File: src/rtl/conv_encoder.sv
// conv_encoder: rate-1/2, constraint-length-7 convolutional encoder.
// Bytes are encoded MSB first, one symbol pair per accepted bit. A frame ends
// with 6 zero tail bits that return the shift register to zero.
// A one-byte holding buffer lets the next byte start without a gap.
// The output pair is registered and held stable while the sink stalls.
// Optional macro CONV_ENC_SOFT_EN: emits signed soft symbols (+M for bit 0,
// -M for bit 1, M = 2^(SOFT_WIDTH-1)-1) instead of the 2-bit hard pair.
module conv_encoder #(
  parameter logic [6:0] POLY_G1    = 7'b1111001,
  parameter logic [6:0] POLY_G2    = 7'b1011011,
  parameter int         SOFT_WIDTH = 8
) (
  input  logic                    clk,
  input  logic                    sys_rst,
  input  logic [7:0]              data_in,
  input  logic                    valid_in,
  input  logic                    last_in,
  output logic                    in_ready,
`ifdef CONV_ENC_SOFT_EN
  output logic [2*SOFT_WIDTH-1:0] sym_out,
`else
  output logic [1:0]              sym_out,
`endif
  output logic                    sym_valid,
  input  logic                    sym_ready,
  output logic                    sym_last,
  output logic                    busy
);

  if (SOFT_WIDTH < 2) begin : g_bad_soft_width
    $error("conv_encoder: SOFT_WIDTH must be at least 2");
  end

  localparam logic [1:0] ST_IDLE   = 2'd0;
  localparam logic [1:0] ST_ENCODE = 2'd1;
  localparam logic [1:0] ST_FLUSH  = 2'd2;

  logic [1:0] state;
  logic [5:0] sr;         // sr[5] is the most recent bit
  logic [7:0] cur;        // byte being encoded
  logic       cur_last;
  logic [2:0] bit_idx;    // index of the next bit of cur to emit
  logic [2:0] tail_cnt;   // tail pairs already emitted
  logic [7:0] hold;       // holding buffer
  logic       hold_full;
  logic       hold_last;

  logic       acc;        // byte accepted this cycle
  logic       adv;        // output register may take a new pair
  logic       emit;
  logic       emit_bit;
  logic       emit_last;
  logic       idle_start; // IDLE -> ENCODE, emitting bit 7 now
  logic       reload;     // ENCODE continues into the buffered byte
  logic       direct;     // accepted byte is consumed without buffering
  logic       load;
  logic       drain;
  logic [7:0] start_byte;
  logic       start_last;
  logic [6:0] w;
  logic       g1;
  logic       g2;

  assign in_ready   = !hold_full && (state != ST_FLUSH);
  assign acc        = valid_in && in_ready;
  assign adv        = !sym_valid || sym_ready;
  assign busy       = (state != ST_IDLE) || hold_full;
  assign start_byte = hold_full ? hold : data_in;
  assign start_last = hold_full ? hold_last : last_in;

  // Decide what the output register receives this cycle.
  always_comb begin
    emit       = 1'b0;
    emit_bit   = 1'b0;
    emit_last  = 1'b0;
    idle_start = 1'b0;
    reload     = 1'b0;
    case (state)
      ST_IDLE: begin
        if (adv && (hold_full || acc)) begin
          idle_start = 1'b1;
          emit       = 1'b1;
          emit_bit   = start_byte[7];
        end
      end
      ST_ENCODE: begin
        if (adv) begin
          emit     = 1'b1;
          emit_bit = cur[bit_idx];
          reload   = (bit_idx == 3'd0) && !cur_last && hold_full;
        end
      end
      ST_FLUSH: begin
        if (adv) begin
          emit      = 1'b1;
          emit_last = (tail_cnt == 3'd5);
        end
      end
      default: ;
    endcase
  end

  assign direct = idle_start && !hold_full;
  assign load   = acc && !direct;
  assign drain  = (idle_start && hold_full) || reload;

  assign w  = {emit_bit, sr};
  assign g1 = ^(w & POLY_G1);
  assign g2 = ^(w & POLY_G2);

`ifdef CONV_ENC_SOFT_EN
  localparam logic [SOFT_WIDTH-1:0] SOFT_POS = {1'b0, {(SOFT_WIDTH-1){1'b1}}};
  localparam logic [SOFT_WIDTH-1:0] SOFT_NEG = {1'b1, {(SOFT_WIDTH-2){1'b0}}, 1'b1};
  logic [2*SOFT_WIDTH-1:0] pair_val;
  assign pair_val = {g1 ? SOFT_NEG : SOFT_POS, g2 ? SOFT_NEG : SOFT_POS};
`else
  logic [1:0] pair_val;
  assign pair_val = {g1, g2};
`endif

  // Registered output pair; held while the sink stalls.
  always_ff @(posedge clk) begin
    if (sys_rst) begin
      sym_valid <= 1'b0;
      sym_last  <= 1'b0;
      sym_out   <= '0;
      sr        <= '0;
    end else if (adv) begin
      sym_valid <= emit;
      sym_last  <= emit_last;
      if (emit) begin
        sym_out <= pair_val;
        sr      <= w[6:1];
      end
    end
  end

  // Frame sequencing: IDLE / ENCODE / FLUSH with bit and tail counters.
  always_ff @(posedge clk) begin
    if (sys_rst) begin
      state    <= ST_IDLE;
      cur      <= '0;
      cur_last <= 1'b0;
      bit_idx  <= '0;
      tail_cnt <= '0;
    end else begin
      case (state)
        ST_IDLE: begin
          if (idle_start) begin
            cur      <= start_byte;
            cur_last <= start_last;
            bit_idx  <= 3'd6;
            state    <= ST_ENCODE;
          end
        end
        ST_ENCODE: begin
          if (adv) begin
            if (bit_idx == 3'd0) begin
              if (cur_last) begin
                state    <= ST_FLUSH;
                tail_cnt <= '0;
              end else if (hold_full) begin
                cur      <= hold;
                cur_last <= hold_last;
                bit_idx  <= 3'd7;
              end else begin
                state <= ST_IDLE;
              end
            end else begin
              bit_idx <= bit_idx - 3'd1;
            end
          end
        end
        ST_FLUSH: begin
          if (adv) begin
            if (tail_cnt == 3'd5) begin
              tail_cnt <= '0;
              state    <= ST_IDLE;
            end else begin
              tail_cnt <= tail_cnt + 3'd1;
            end
          end
        end
        default: state <= ST_IDLE;
      endcase
    end
  end

  // Holding buffer; a load in the same cycle as a drain keeps the new byte.
  always_ff @(posedge clk) begin
    if (sys_rst) begin
      hold      <= '0;
      hold_last <= 1'b0;
      hold_full <= 1'b0;
    end else if (load) begin
      hold      <= data_in;
      hold_last <= last_in;
      hold_full <= 1'b1;
    end else if (drain) begin
      hold_full <= 1'b0;
    end
  end

endmodule

File: config.mk
export PLATFORM = sky130hd
export DESIGN_NAME = conv_encoder
export DESIGN_NICKNAME = d
export VERILOG_FILES = /design/src/rtl/conv_encoder.sv
export SDC_FILE = /design/constraint.sdc
export NUM_CORES = 1
export LEC_CHECK = 0
export ABC_AREA = 1
export BUFFER_PORTS_ARGS = -buffer_cell sky130_fd_sc_hd__buf_2
export CAP_MARGIN = 20
export CORE_MARGIN = 5
export CORE_UTILIZATION = 47
export DETAILED_ROUTE_END_ITERATION = 10
export GPL_TIMING_DRIVEN = 1
export PLACE_DENSITY = 0.66
export SYNTH_ARGS = -nofsm -noshare
export SYNTH_HDL_FRONTEND = slang
export SYNTH_SLANG_ARGS = --single-unit
File: constraint.sdc
create_clock -name clk -period 2 [get_ports clk]
set_input_delay 0.2 -clock clk [delete_from_list [all_inputs] [get_ports clk]]
set_output_delay 0.2 -clock clk [all_outputs]
set_load 0.05 [all_outputs]
==> results.py, run 1 <==
metrics = {
    "synth": {
        "synth-main-ff-cell": "dfxtp_1",
        "synth_nets": 302,
        "synthArstFlopShare": 0,
        "syn_area_per_cell_um2": 6.94,
        "seq_area_frac_synth": 0.377,
        "yosysUniqueCellTypes": 29,
        "yosysTopAreaCell": "dfxtp_1",
        "synth_area_um2": 1960,
        "synth_common_cells": "56 x nand2_1, 38 x inv_1, 37 x dfxtp_1",
        "ys_seq_elements": 37,
        "synth_edf_count": 0,
        "synthCells": 283,
        "synth_top_area_share": 0.377,
        "yosysMostFrequentCell": "nand2_1",
        "synthTopCellsByArea": "dfxtp_1 38%, nand2_1 11%, a21oi_1 7.9%",
        "yosysWarnings": 0,
    },
    "sta": {
        "grt_setup_unrepaired": "false",
        "fin_crit_sh": 0.912,
        "slew-limit-headroom": 0.622,
        "hold_ws_ns": 0.185,
        "finalHoldViolations": 0,
        "finalSetupViolCount": 0,
        "worst_pin_slew_ns": 0.566,
        "report.final.slew_viol_count": 0,
        "tns_ns": 0,
        "clock.fmax_mhz": 548,
        "period_needed_ns": 1.82,
        "fin_skew_ns": 0.00406,
        "layout_setup_ws_ns": 0.176,
    },
    "pwr": {
        "peakVddDrop_v": 0.00141,
        "power_density_nw_per_um2": 1950,
        "cellLeakagePower_nw": 1.00,
        "finalPower_mw": 4.23,
    },
    "route": {
        "firstDrtPassIters": 4,
        "wl_um": 4130,
        "vias": 1793,
        "avgRoutedWirePerCell_um": 11.7,
        "route.detailed.drc": 0,
        "avgViaCountPerCell": 5.08,
        "ant_nets": 0,
        "drt-initial-drc-count": 93,
    },
    "grt": {
        "track_usage": 0.164,
        "grt_pass1_vias": 1532,
        "antenna_found_initial": 0,
        "grt_pass1_wl_um": 6890,
        "grt_max_degree": 21,
        "overflow": 0,
    },
    "cells_and_area": {
        "final_util": 0.539,
        "nets": 322,
        "area_delta_synth_final_pct": 10.7,
        "instances_no_fill": 353,
        "diodes": 0,
        "drive_above_1_share": 0.132,
        "fin_area_um2": 2170,
    },
    "floorplanning": {
        "start_util": 0.487,
        "fp.coreArea_um2": 4030,
        "io_pins": 19,
        "die-area_um2": 5570,
        "die_w_um": 74.6,
        "rows": 23,
        "die-height_um": 74.6,
    },
    "hold_path": {
        "hold_class": "primary input to flip-flop",
    },
    "setup_path": {
        "crit_path_start_kind": "flip-flop",
        "cp_max_fo": 10,
        "crit_arrival_ns": 2.02,
        "worstPathRequired_ns": 2.19,
        "crit_type": "flip-flop to flip-flop",
        "endpoint_kind": "flip-flop",
    },
    "cts": {
        "numCtsBuffers": 5,
        "clk_latency_ns": 0.29,
        "cts_tree": "built",
        "post_cts_buffers": 0,
        "cts-root-buf": "clkbuf_8",
        "cts.sinks": 37,
        "clk_pin_slew_ns": 0.07,
        "cts.path.max_buffers": 2,
        "cts_hold_buf": 0,
        "ctsResizeCount": 0,
        "h-tree-depth": 2,
    },
    "job": {
        "drv_cap": 0,
    },
    "run_status": {
        "outcome": "finished, final reports clean",
    },
    "placement": {
        "dp_hpwl_um": 3030,
        "dp_cells": 346,
        "place_congestion": 0.881,
        "port-buffer-count": 18,
        "pre_cts_ws_ns": 0.189,
        "postPlaceCellArea_um2": 2090,
    },
}
## registers in the layout (all words and copies together) (netlist names)
register   cells
state          2
hold_last      1
sr             6
sym_last       1
hold_full      1
cur            8
sym_out        2
cur_last       1
hold           8
tail_cnt       3
sym_valid      1
bit_idx        3
## cell usage in the layout, fill, tap and decap left out, drive strengths merged, types with 3 or more instances in the layout
cell and n:
ha 6, a21oi 32, nor2 30, nand4 3, inv 38, xnor2 3, o21ai 30, nand2 60
clkbuf 7, buf 23, nand3 24, dfxtp 37
## kinds of logic after synthesis
logic type                 synth area share
and+or+nand+nor                       0.268
AOI/OAI and AO/OA                     0.178
xor gates and xnor gates             0.0223
adders and majority gates            0.0382
muxes                               0.00574
DFF                                   0.377
buffers and inverters                 0.111
## per-layer routing
| metal | share of wire | global-route usage |
|---|---|---|
| met1 | 0.48 | 0.197 |
| met2 | 0.46 | 0.273 |
| met3 | 0.040 | 0.0561 |
| met4 | 0.016 | 0.0593 |
| met5 | 0 | 0 |
## final timing paths
path | endpoint | slack (ns) | startpoint | cells after the start
setup / recovery | sr[5]$_SDFFE_PP0P_ | 0.18 | state[0]$_SDFFE_PP0P_ | 12
setup reg to reg | sr[5]$_SDFFE_PP0P_ | 0.18 | state[0]$_SDFFE_PP0P_ | 12
hold / removal | hold[0]$_SDFFE_PP0P_ | 0.19 | data_in[0] | 3
hold reg to reg | hold[5]$_SDFFE_PP0P_ | 0.45 | hold[5]$_SDFFE_PP0P_ | 2
## power breakdown
| group | total [mW] | internal (mW) | switching, mW |
|---|---|---|---|
| combinational | 2.50 | 0.846 | 1.65 |
| clock | 0.532 | 0.273 | 0.258 |
| sequential | 1.20 | 1.02 | 0.183 |
| total | 4.23 | 2.14 | 2.09 |
## cell type report
type / count / area (µm²)
repair buffers: 23 / 128
multi-input cells: 197 / 1000
fillers: 428 / 1860
well taps: 50 / 62.6
clock buffers: 7 / 86.3
inverters: 39 / 151
flip-flops and latches: 37 / 741
## worst max-delay path, cell delays in order, from the launching register on
cell and delay (ns):
dfxtp_1 0.38, inv_1 0.08, ha_1 0.27, nor2_8 0.11
nand2_2 0.07, a21oi_2 0.19, nand2_2 0.10, nand2_1 0.08
nand2_2 0.12, clkinv_4 0.11, nand3_1 0.09, nand2_1 0.09
inv_1 0.03
(Power assumes the default switching activity.)
==> inputs of run 2 (changes only) <==
Clock period 2 ns to 2.27 ns, I/O delays scaled along.
==> results.py, run 2 (synthesis gave the netlist of run 1 again) <==
metrics = {
    "route": {
        "drt-initial-drc-count": 74,
        "avgViaCountPerCell": 4.95,
        "avgRoutedWirePerCell_um": 11.5,
        "wl_um": 4020,
        "firstDrtPassIters": 4,
        "ant_nets": 0,
        "route.detailed.drc": 0,
        "vias": 1732,
    },
    "grt": {
        "antenna_found_initial": 0,
        "grt_pass1_wl_um": 7080,
        "grt_pass1_vias": 1636,
        "track_usage": 0.166,
        "overflow": 0,
        "grt_max_degree": 21,
    },
    "floorplanning": {
        "fp.coreArea_um2": 4030,
        "start_util": 0.487,
        "die_w_um": 74.6,
        "io_pins": 19,
        "rows": 23,
        "die-height_um": 74.6,
        "die-area_um2": 5570,
    },
    "setup_path": {
        "reg2reg_to": "cur[3]$_SDFFE_PP0P_",
        "cp_max_fo": 14,
        "crit_type": "flip-flop to flip-flop",
        "worstPathRequired_ns": 2.44,
        "crit_path_start_kind": "flip-flop",
        "crit_arrival_ns": 2.22,
        "endpoint_kind": "flip-flop",
        "r2r-start": "state[0]$_SDFFE_PP0P_",
        "worstSetupEndpoint": "cur[3]$_SDFFE_PP0P_",
        "r2r_setup_slack_ns": 0.21,
        "critPathLaunch": "state[0]$_SDFFE_PP0P_",
        "worst-r2r-cell-count": 10,
    },
    "cells_and_area": {
        "fin_area_um2": 2160,
        "layout_common_cells": "56 x nand2_1, 38 x inv_1, 37 x dfxtp_1",
        "nets": 318,
        "final_util": 0.536,
        "diodes": 0,
        "drive_above_1_share": 0.127,
        "instances_no_fill": 350,
        "layout_commonest_cell": "nand2_1",
        "reg_top3": "cur x8, hold x8, sr x6",
        "area_delta_synth_final_pct": 9.94,
    },
    "cts": {
        "cts-root-buf": "clkbuf_8",
        "post_cts_buffers": 0,
        "cts.sinks": 37,
        "clk_latency_ns": 0.29,
        "cts_hold_buf": 0,
        "numCtsBuffers": 5,
        "ctsResizeCount": 0,
        "cts.path.max_buffers": 2,
        "cts_tree": "built",
        "clk_pin_slew_ns": 0.07,
        "h-tree-depth": 2,
    },
    "pwr": {
        "power_density_nw_per_um2": 1710,
        "finalPower_mw": 3.68,
        "peakVddDrop_v": 0.00100,
        "cellLeakagePower_nw": 0.993,
    },
    "sta": {
        "period_needed_ns": 2.06,
        "fin_skew_ns": 0.00284,
        "tns_ns": 0,
        "worst_pin_slew_ns": 0.554,
        "fin_crit_sh": 0.907,
        "layout_setup_ws_ns": 0.212,
        "finalHoldViolations": 0,
        "hold_ws_ns": 0.200,
        "finalSetupViolCount": 0,
        "slew-limit-headroom": 0.630,
        "clock.fmax_mhz": 486,
        "grt_setup_unrepaired": "false",
        "report.final.slew_viol_count": 0,
    },
    "placement": {
        "place_congestion": 0.776,
        "port-buffer-count": 18,
        "dp_hpwl_um": 2910,
        "postPlaceCellArea_um2": 2060,
        "pre_cts_ws_ns": 0.209,
        "dp_cells": 342,
    },
    "run_status": {
        "outcome": "finished, final reports clean",
    },
    "job": {
        "drv_cap": 0,
    },
    "hold_path": {
        "hold_class": "primary input to flip-flop",
        "hold_path_depth": 3,
    },
}
## run 2: changes by cell type in the layout (fill, tap and decap cells not counted), sizes merged
cell	change
buf	-4
clkinv	+1
## run 2: layout make-up
type                    count  area (µm²)
flip-flops and latches     37         741
repair buffers             19        97.6
multi-input cells         197        1000
inverters                  39         151
fillers                   405        1870
clock buffers               7        96.3
well taps                  50        62.6
clock inverters             1        5.00
## run 2: metal layers
layer,GRT usage,wire (µm)
met1,0.205,2000
met2,0.269,1800
met3,0.0507,150
met4,0.0731,70
met5,0,0
## run 2: how the worst min path moves through the flow
stage	slack (ns)	endpoint	from
2_1_floorplan	0.39	hold[0]$_SDFFE_PP0P_	data_in[0]
3_3_place_gp	0.44	hold[6]$_SDFFE_PP0P_	hold[6]$_SDFFE_PP0P_
3_5_place_dp	0.44	hold[1]$_SDFFE_PP0P_	hold[1]$_SDFFE_PP0P_
4_1_cts	0.20	hold[0]$_SDFFE_PP0P_	data_in[0]
5_1_grt	0.21	hold[0]$_SDFFE_PP0P_	data_in[0]
6_report	0.20	hold[0]$_SDFFE_PP0P_	data_in[0]
## run 2: report_power, final
group	leakage (nW)	switching, mW	internal [mW]
sequential	0.305	0.159	0.898
combinational	0.634	1.42	0.689
clock	0.0542	0.238	0.275
## run 2: critical path, stage by stage (launching register included)
cell and delay (ns):
dfxtp_1 0.37, inv_1 0.08, ha_1 0.33, nor2_8 0.13, nand2_2 0.06, a21oi_2 0.19
nor2_2 0.09, nor2_4 0.25, nand2_1 0.24, nand2_1 0.11, a21oi_1 0.06
